===== config.mk =====
export PLATFORM = sky130hd
export DESIGN_NAME = iram_loader
export DESIGN_NICKNAME = d
export VERILOG_FILES = /design/src/rtl/iram_loader.sv
export SDC_FILE = /design/constraint.sdc
export NUM_CORES = 1
export LEC_CHECK = 0
export BUFFER_PORTS_ARGS = -buffer_cell sky130_fd_sc_hd__buf_2
export CORE_AREA = 2 2 88 174
export DETAILED_ROUTE_END_ITERATION = 8
export DIE_AREA = 0 0 90 176
export PLACE_DENSITY = 0.68
export SYNTH_ARGS = -nofsm -noshare
export SYNTH_HDL_FRONTEND = slang
export SYNTH_SLANG_ARGS = --single-unit

===== constraint.sdc =====
create_clock -name clk_i -period 4.24 [get_ports clk_i]
set_clock_uncertainty 0.05 [all_clocks]
set_input_delay 0.212 -clock clk_i [delete_from_list [all_inputs] [get_ports clk_i]]
set_output_delay 0.212 -clock clk_i [all_outputs]
set_load 0.02 [all_outputs]

===== src/rtl/iram_loader.sv =====
// Boot-time program loader: parses SYNC/LEN/DATA/CSUM byte frames, writes
// little-endian words into instruction RAM and releases the core on a good frame.
module iram_loader #(
  parameter int              XLEN      = 32,
  parameter logic [XLEN-1:0] ADDR_BASE = 32'h0000_0000,
  parameter int              MAX_WORDS = 4096,
  parameter logic [7:0]      SYNC_BYTE = 8'hA5
) (
  input  logic            clk_i,
  input  logic            rst_i,
  input  logic [7:0]      rx_data_i,
  input  logic            rx_valid_i,
  output logic            rx_ready_o,
  input  logic            cpu_fault_i,
  output logic            iram_wr_en_o,
  output logic [XLEN-1:0] iram_wr_addr_o,
  output logic [XLEN-1:0] iram_wr_data_o,
  output logic            cpu_rst_n_o,
  output logic            load_done_o,
  output logic            load_err_o,
  output logic [15:0]     words_loaded_o
);

  typedef enum logic [2:0] {
    ST_IDLE,
    ST_LEN0,
    ST_LEN1,
    ST_DATA,
    ST_CSUM,
    ST_RUN,
    ST_ERROR
  } state_t;

  state_t            state_reg, state_next;
  logic [15:0]       len_reg, len_next;
  logic [1:0]        byte_idx_reg, byte_idx_next;
  logic [31:0]       word_buf_reg, word_buf_next;
  logic [7:0]        csum_reg, csum_next;
  logic              wr_en_reg, wr_en_next;
  logic [XLEN-1:0]   wr_addr_reg, wr_addr_next;
  logic [XLEN-1:0]   wr_data_reg, wr_data_next;
  logic [15:0]       words_reg, words_next;
  logic              cpu_rst_n_reg, load_done_reg, load_err_reg;

  logic              rx_accept;
  logic              is_sync;
  logic [15:0]       len_full;
  logic [31:0]       word_assembled;

  // The only back-pressure is the one-cycle bubble while a word is written.
  assign rx_ready_o = ~wr_en_reg;
  assign rx_accept  = rx_valid_i & rx_ready_o;
  assign is_sync    = (rx_data_i == SYNC_BYTE);
  assign len_full   = {rx_data_i, len_reg[7:0]};

  // Incoming data byte lands in lane byte_idx; the other lanes keep their contents.
  for (genvar gi = 0; gi < 4; gi++) begin : g_lane
    logic lane_hit;
    assign lane_hit = rx_accept && (state_reg == ST_DATA) && (byte_idx_reg == 2'(gi));
    assign word_assembled[gi*8 +: 8] = lane_hit ? rx_data_i : word_buf_reg[gi*8 +: 8];
  end

  always_comb begin
    state_next    = state_reg;
    len_next      = len_reg;
    byte_idx_next = byte_idx_reg;
    word_buf_next = word_buf_reg;
    csum_next     = csum_reg;
    wr_en_next    = 1'b0;
    wr_addr_next  = wr_addr_reg;
    wr_data_next  = wr_data_reg;
    words_next    = words_reg;

    if (state_reg == ST_RUN && cpu_fault_i) begin
      state_next = ST_IDLE;
    end else if (rx_accept) begin
      case (state_reg)
        ST_IDLE, ST_RUN, ST_ERROR: begin
          if (is_sync) begin
            state_next    = ST_LEN0;
            words_next    = 16'd0;
            csum_next     = 8'd0;
            byte_idx_next = 2'd0;
          end
        end
        ST_LEN0: begin
          len_next   = {8'h00, rx_data_i};
          state_next = ST_LEN1;
        end
        ST_LEN1: begin
          len_next = len_full;
          if (int'(len_full) > MAX_WORDS)
            state_next = ST_ERROR;
          else if (len_full == 16'd0)
            state_next = ST_CSUM;
          else
            state_next = ST_DATA;
        end
        ST_DATA: begin
          word_buf_next = word_assembled;
          csum_next     = csum_reg ^ rx_data_i;
          byte_idx_next = byte_idx_reg + 2'd1;
          if (byte_idx_reg == 2'd3) begin
            wr_en_next   = 1'b1;
            wr_data_next = XLEN'(word_assembled);
            wr_addr_next = ADDR_BASE + XLEN'({words_reg, 2'b00});
            words_next   = words_reg + 16'd1;
            if (words_reg + 16'd1 == len_reg)
              state_next = ST_CSUM;
          end
        end
        ST_CSUM: begin
          state_next = (rx_data_i == csum_reg) ? ST_RUN : ST_ERROR;
        end
        default: state_next = ST_IDLE;
      endcase
    end
  end

  always_ff @(posedge clk_i) begin
    if (rst_i) begin
      state_reg     <= ST_IDLE;
      len_reg       <= 16'd0;
      byte_idx_reg  <= 2'd0;
      word_buf_reg  <= 32'd0;
      csum_reg      <= 8'd0;
      wr_en_reg     <= 1'b0;
      wr_addr_reg   <= '0;
      wr_data_reg   <= '0;
      words_reg     <= 16'd0;
      cpu_rst_n_reg <= 1'b0;
      load_done_reg <= 1'b0;
      load_err_reg  <= 1'b0;
    end else begin
      state_reg     <= state_next;
      len_reg       <= len_next;
      byte_idx_reg  <= byte_idx_next;
      word_buf_reg  <= word_buf_next;
      csum_reg      <= csum_next;
      wr_en_reg     <= wr_en_next;
      wr_addr_reg   <= wr_addr_next;
      wr_data_reg   <= wr_data_next;
      words_reg     <= words_next;
      // Status flags track the state being entered, so they change with it.
      cpu_rst_n_reg <= (state_next == ST_RUN);
      load_done_reg <= (state_next == ST_RUN);
      load_err_reg  <= (state_next == ST_ERROR);
    end
  end

  assign iram_wr_en_o   = wr_en_reg;
  assign iram_wr_addr_o = wr_addr_reg;
  assign iram_wr_data_o = wr_data_reg;
  assign cpu_rst_n_o    = cpu_rst_n_reg;
  assign load_done_o    = load_done_reg;
  assign load_err_o     = load_err_reg;
  assign words_loaded_o = words_reg;

endmodule


==> metrics.txt <==
# TYPE chip_impl_metric gauge
chip_impl_metric{name="seq_area_frac_synth",unit=""} 0.4255
chip_impl_metric{name="floorplan.rows",unit=""} 62
chip_impl_info{name="crit_path_cell_trace",value="ha_1 -> and4_1 -> nand4_1 -> xnor2_1 -> a311o_1 -> or4_1 -> o21ai_2 -> a21oi_1 -> nor4b_2"} 1
chip_impl_info{name="cts_tree",value="built"} 1
chip_impl_metric{name="grt_met1_usage",unit=""} 0.1999
chip_impl_metric{name="layout.area.seq",unit="mm²"} 0.002402
chip_impl_metric{name="cp.buffers_inverters",unit=""} 0
chip_impl_metric{name="totalPowerFinal",unit="W"} 0.002653
chip_impl_metric{name="synth_enable_flop_cells",unit=""} 0
chip_impl_metric{name="wl_per_cell",unit="µm"} 16.28
chip_impl_info{name="clk_root_buffer_cell",value="clkbuf_16"} 1
chip_impl_metric{name="fmaxAchievable",unit="GHz"} 0.3001
chip_impl_metric{name="gr-usage-met3",unit=""} 0.03372
chip_impl_metric{name="tightestPinTransition",unit="ns"} 0.9088
chip_impl_metric{name="finalWorstSetupSlack",unit="ns"} 0.9082
chip_impl_info{name="cp_slowest_cell",value="dfxtp_1"} 1
chip_impl_metric{name="drt_iter0_markers",unit=""} 274
chip_impl_info{name="synth_flop_cell",value="dfxtp_1"} 1
chip_impl_metric{name="met2_usage",unit=""} 0.3753
chip_impl_metric{name="worstPathRequired",unit="ns"} 4.52
chip_impl_metric{name="worst_slew_margin_rel",unit=""} 0.3941
chip_impl_metric{name="cts_inserted_buffers",unit=""} 17
chip_impl_metric{name="drt_drc_violations_left",unit=""} 0
chip_impl_info{name="crit_path_start_kind",value="register"} 1
chip_impl_info{name="rsz_0062_raised_after_global_routing",value="false"} 1
chip_impl_metric{name="final.fill_count",unit=""} 1487
chip_impl_metric{name="synth.ff_latch_count",unit=""} 120
chip_impl_metric{name="drt-vias-per-instance",unit=""} 5.283
chip_impl_metric{name="timing.final.hold_violations",unit=""} 0
chip_impl_metric{name="gp_congestion",unit=""} 0.8819
chip_impl_metric{name="vdd.ir_drop.worst",unit="mV"} 0.2654
chip_impl_metric{name="drt_first_pass_iters",unit=""} 4
chip_impl_metric{name="first_global_vias",unit=""} 4889
chip_impl_metric{name="cts_num_sinks",unit=""} 120
chip_impl_metric{name="globalRouteTotalUtil",unit=""} 0.1977
chip_impl_metric{name="max-clock-path-buffers",unit=""} 2
chip_impl_metric{name="port-buffer-count",unit=""} 80
chip_impl_metric{name="synth.cell_area",unit="mm²"} 0.005645
chip_impl_metric{name="ys.warnings.count",unit=""} 0
chip_impl_metric{name="fin_hold_ws",unit="ns"} 0.09864
chip_impl_info{name="timing.critical_path.max_delay_family",value="simple AND/OR/NAND/NOR gates"} 1
chip_impl_metric{name="post_route_cells_drive_above_1_share",unit=""} 0.1693
chip_impl_metric{name="global_route_wire_length_before_repair",unit="µm"} 24810
chip_impl_metric{name="gr-total-overflow",unit=""} 0
chip_impl_metric{name="grt_antenna_before_repair",unit=""} 0
chip_impl_metric{name="final-setup-viol-count",unit=""} 0
chip_impl_info{name="timing_worst_setup_path_type",value="register to register"} 1
chip_impl_metric{name="final_nets",unit=""} 760
chip_impl_metric{name="n_antenna_cell",unit=""} 0
chip_impl_metric{name="fin_crit_sh",unit=""} 0.7858
chip_impl_metric{name="clock_latency",unit="ns"} 0.42
chip_impl_metric{name="post_cts.repair.setup_buffers",unit=""} 0
chip_impl_metric{name="totalNegativeSetupSlack",unit="ns"} 0
chip_impl_metric{name="p_leak",unit="nW"} 2.642
chip_impl_metric{name="grt_start_max_net_pins",unit=""} 85
chip_impl_metric{name="core-area",unit="mm²"} 0.01443
chip_impl_info{name="timing.critical_path.to_type",value="register"} 1
chip_impl_metric{name="hpwlAfterDp",unit="µm"} 10840
chip_impl_metric{name="finalMaxSlewViolations",unit=""} 0
chip_impl_metric{name="number_of_nets_with_antenna_violations_after_detailed_routing",unit=""} 0
chip_impl_info{name="holdCritPathClass",value="input pin to register"} 1
chip_impl_metric{name="fp.dieW",unit="µm"} 90
chip_impl_metric{name="final.min_clock_period",unit="ns"} 3.332
chip_impl_metric{name="maxCapViolCount",unit=""} 0
chip_impl_metric{name="max_ffs_per_register",unit=""} 32
chip_impl_metric{name="cts_hold_buffers",unit=""} 0
chip_impl_metric{name="synthesis.area_per_instance",unit="µm²"} 8.088
chip_impl_metric{name="cellPowerDensity",unit="mW/mm²"} 401.1
chip_impl_metric{name="start_util",unit=""} 0.3913
chip_impl_metric{name="crit_path_max_incr_delay",unit="ns"} 0.56
chip_impl_metric{name="place_worst_setup_slack",unit="ns"} 0.9158
chip_impl_metric{name="synth.distinct_cells",unit=""} 55
chip_impl_info{name="busiest_layer",value="met2"} 1
chip_impl_metric{name="ios",unit=""} 97
chip_impl_metric{name="cts_resized",unit=""} 0
chip_impl_metric{name="cts.htree.levels",unit=""} 4
chip_impl_metric{name="syn_inst",unit=""} 698
chip_impl_metric{name="num_vias",unit=""} 5008
chip_impl_metric{name="die_area",unit="mm²"} 0.01584
chip_impl_metric{name="clkSlewWorstSetupHoldPaths",unit="ns"} 0.06
chip_impl_metric{name="cp.arrival",unit="ns"} 3.61
chip_impl_metric{name="area_growth_syn_to_layout",unit="%"} 17.15
chip_impl_metric{name="multi_input_comb_area",unit="mm²"} 0.002900
chip_impl_info{name="outcome",value="finished clean"} 1
chip_impl_metric{name="async_reset_ff_frac",unit=""} 0
chip_impl_metric{name="finalWirelength",unit="µm"} 15440
chip_impl_metric{name="floorplan.die.height",unit="µm"} 176
chip_impl_metric{name="critPathMaxFanout",unit=""} 12
layout by cell type, fill, tap and decap left out, types with 5 or more instances in the layout:
master | netlist | routed
or3_1 | 5 | 5
nand2_1 | 93 | 93
buf_4 | 19 | 9
ha_1 | 5 | 5
mux2i_1 | 27 | 27
nand3_1 | 26 | 26
dfxtp_1 | 120 | 120
conb_1 | 1 | 16
inv_1 | 5 | 5
nand3b_1 | 9 | 9
nor2b_1 | 11 | 11
clkbuf_16 | 0 | 17
nand4_1 | 8 | 8
o21ai_0 | 30 | 30
nor2_1 | 87 | 87
nor3_1 | 14 | 14
nor4_1 | 8 | 8
xnor2_1 | 20 | 20
buf_2 | 7 | 79
xor2_1 | 5 | 5
a211oi_1 | 30 | 30
a21oi_1 | 63 | 63
a31oi_1 | 5 | 5
path summary, 6_finish.rpt:
path / from / endpoint / slack (ns) / depth (start not counted)
max reg2reg: words_loaded_o[0] / load_err_o / 0.91 / 9
max: words_loaded_o[0] / load_err_o / 0.91 / 9
min: cpu_fault_i / state_reg[1] / 0.1 / 3
min reg2reg: iram_wr_addr_o[6] / iram_wr_addr_o[6] / 0.40 / 2
synth_stat cells, types with 9 or more instances:
library cell	count	area, µm²
a21oi_1	63	315.3
mux2i_1	27	270.3
buf_4	19	142.6
nand2_1	93	349.1
nand3_1	26	130.1
xnor2_1	20	175.2
nand3b_1	9	67.56
clkbuf_1	47	176.4
nor2_1	87	326.6
nor3_1	14	70.07
a211oi_1	30	225.2
nor2b_1	11	68.82
dfxtp_1	120	2402
o21ai_0	30	150.1
cell families (layout without fill, tap and decap cells):
family / count (synthesis) / in the layout / synth area share
AND/OR/NAND/NOR: 286 / 286 / 0.2422
AO/OA/AOI/OAI: 150 / 150 / 0.1609
flip-flops: 120 / 120 / 0.4255
buffers and inverters: 83 / 126 / 0.07092
multiplexers: 28 / 28 / 0.04987
XOR/XNOR: 25 / 25 / 0.03879
adder cells (fa/ha/maj): 5 / 5 / 0.01108
other: 1 / 16 / 0.0006643
worst reg2reg max path, stage by stage (launching register included):
cell and delay (ns):
dfxtp_1 0.56, ha_1 0.40, and4_1 0.33, nand4_1 0.19
xnor2_1 0.20, a311o_1 0.34, or4_1 0.56, o21ai_2 0.19
a21oi_1 0.14, nor4b_2 0.28
layout make-up:
class,count,share of cell area
sequential,120,0.3632
clock inverter,15,0.02176
clock buffer,17,0.06432
multi-input combinational,510,0.4385
tap,192,0.03632
inverter,5,0.002838
timing repair buffer,89,0.07302
report_power, final:
part           switching, W  leakage [nW]  total, W  internal [W]
sequential        0.0000116         0.967   0.00115       0.00113
clock              0.000566         0.278   0.00138      0.000818
combinational     0.0000901          1.40  0.000123     0.0000329
per-stage QoR:
| stage | cells | area [µm²] | util |
|---|---|---|---|
| floorplan | 713 | 5702 | - |
| global placement | 916 | 6045 | 0.4189 |
| detailed placement | 916 | 6045 | 0.4189 |
| CTS | 948 | 6614 | 0.4584 |
| global route | 948 | 6614 | 0.4584 |
| finish | 948 | 6614 | 0.4584 |
layer usage:
metal,up-vias,part of all wire
met5,-,0
met4,0,0.042
met3,44,0.036
met2,143,0.55
met1,2340,0.37
li1,2481,-
Power figures use the tool's default switching activity.
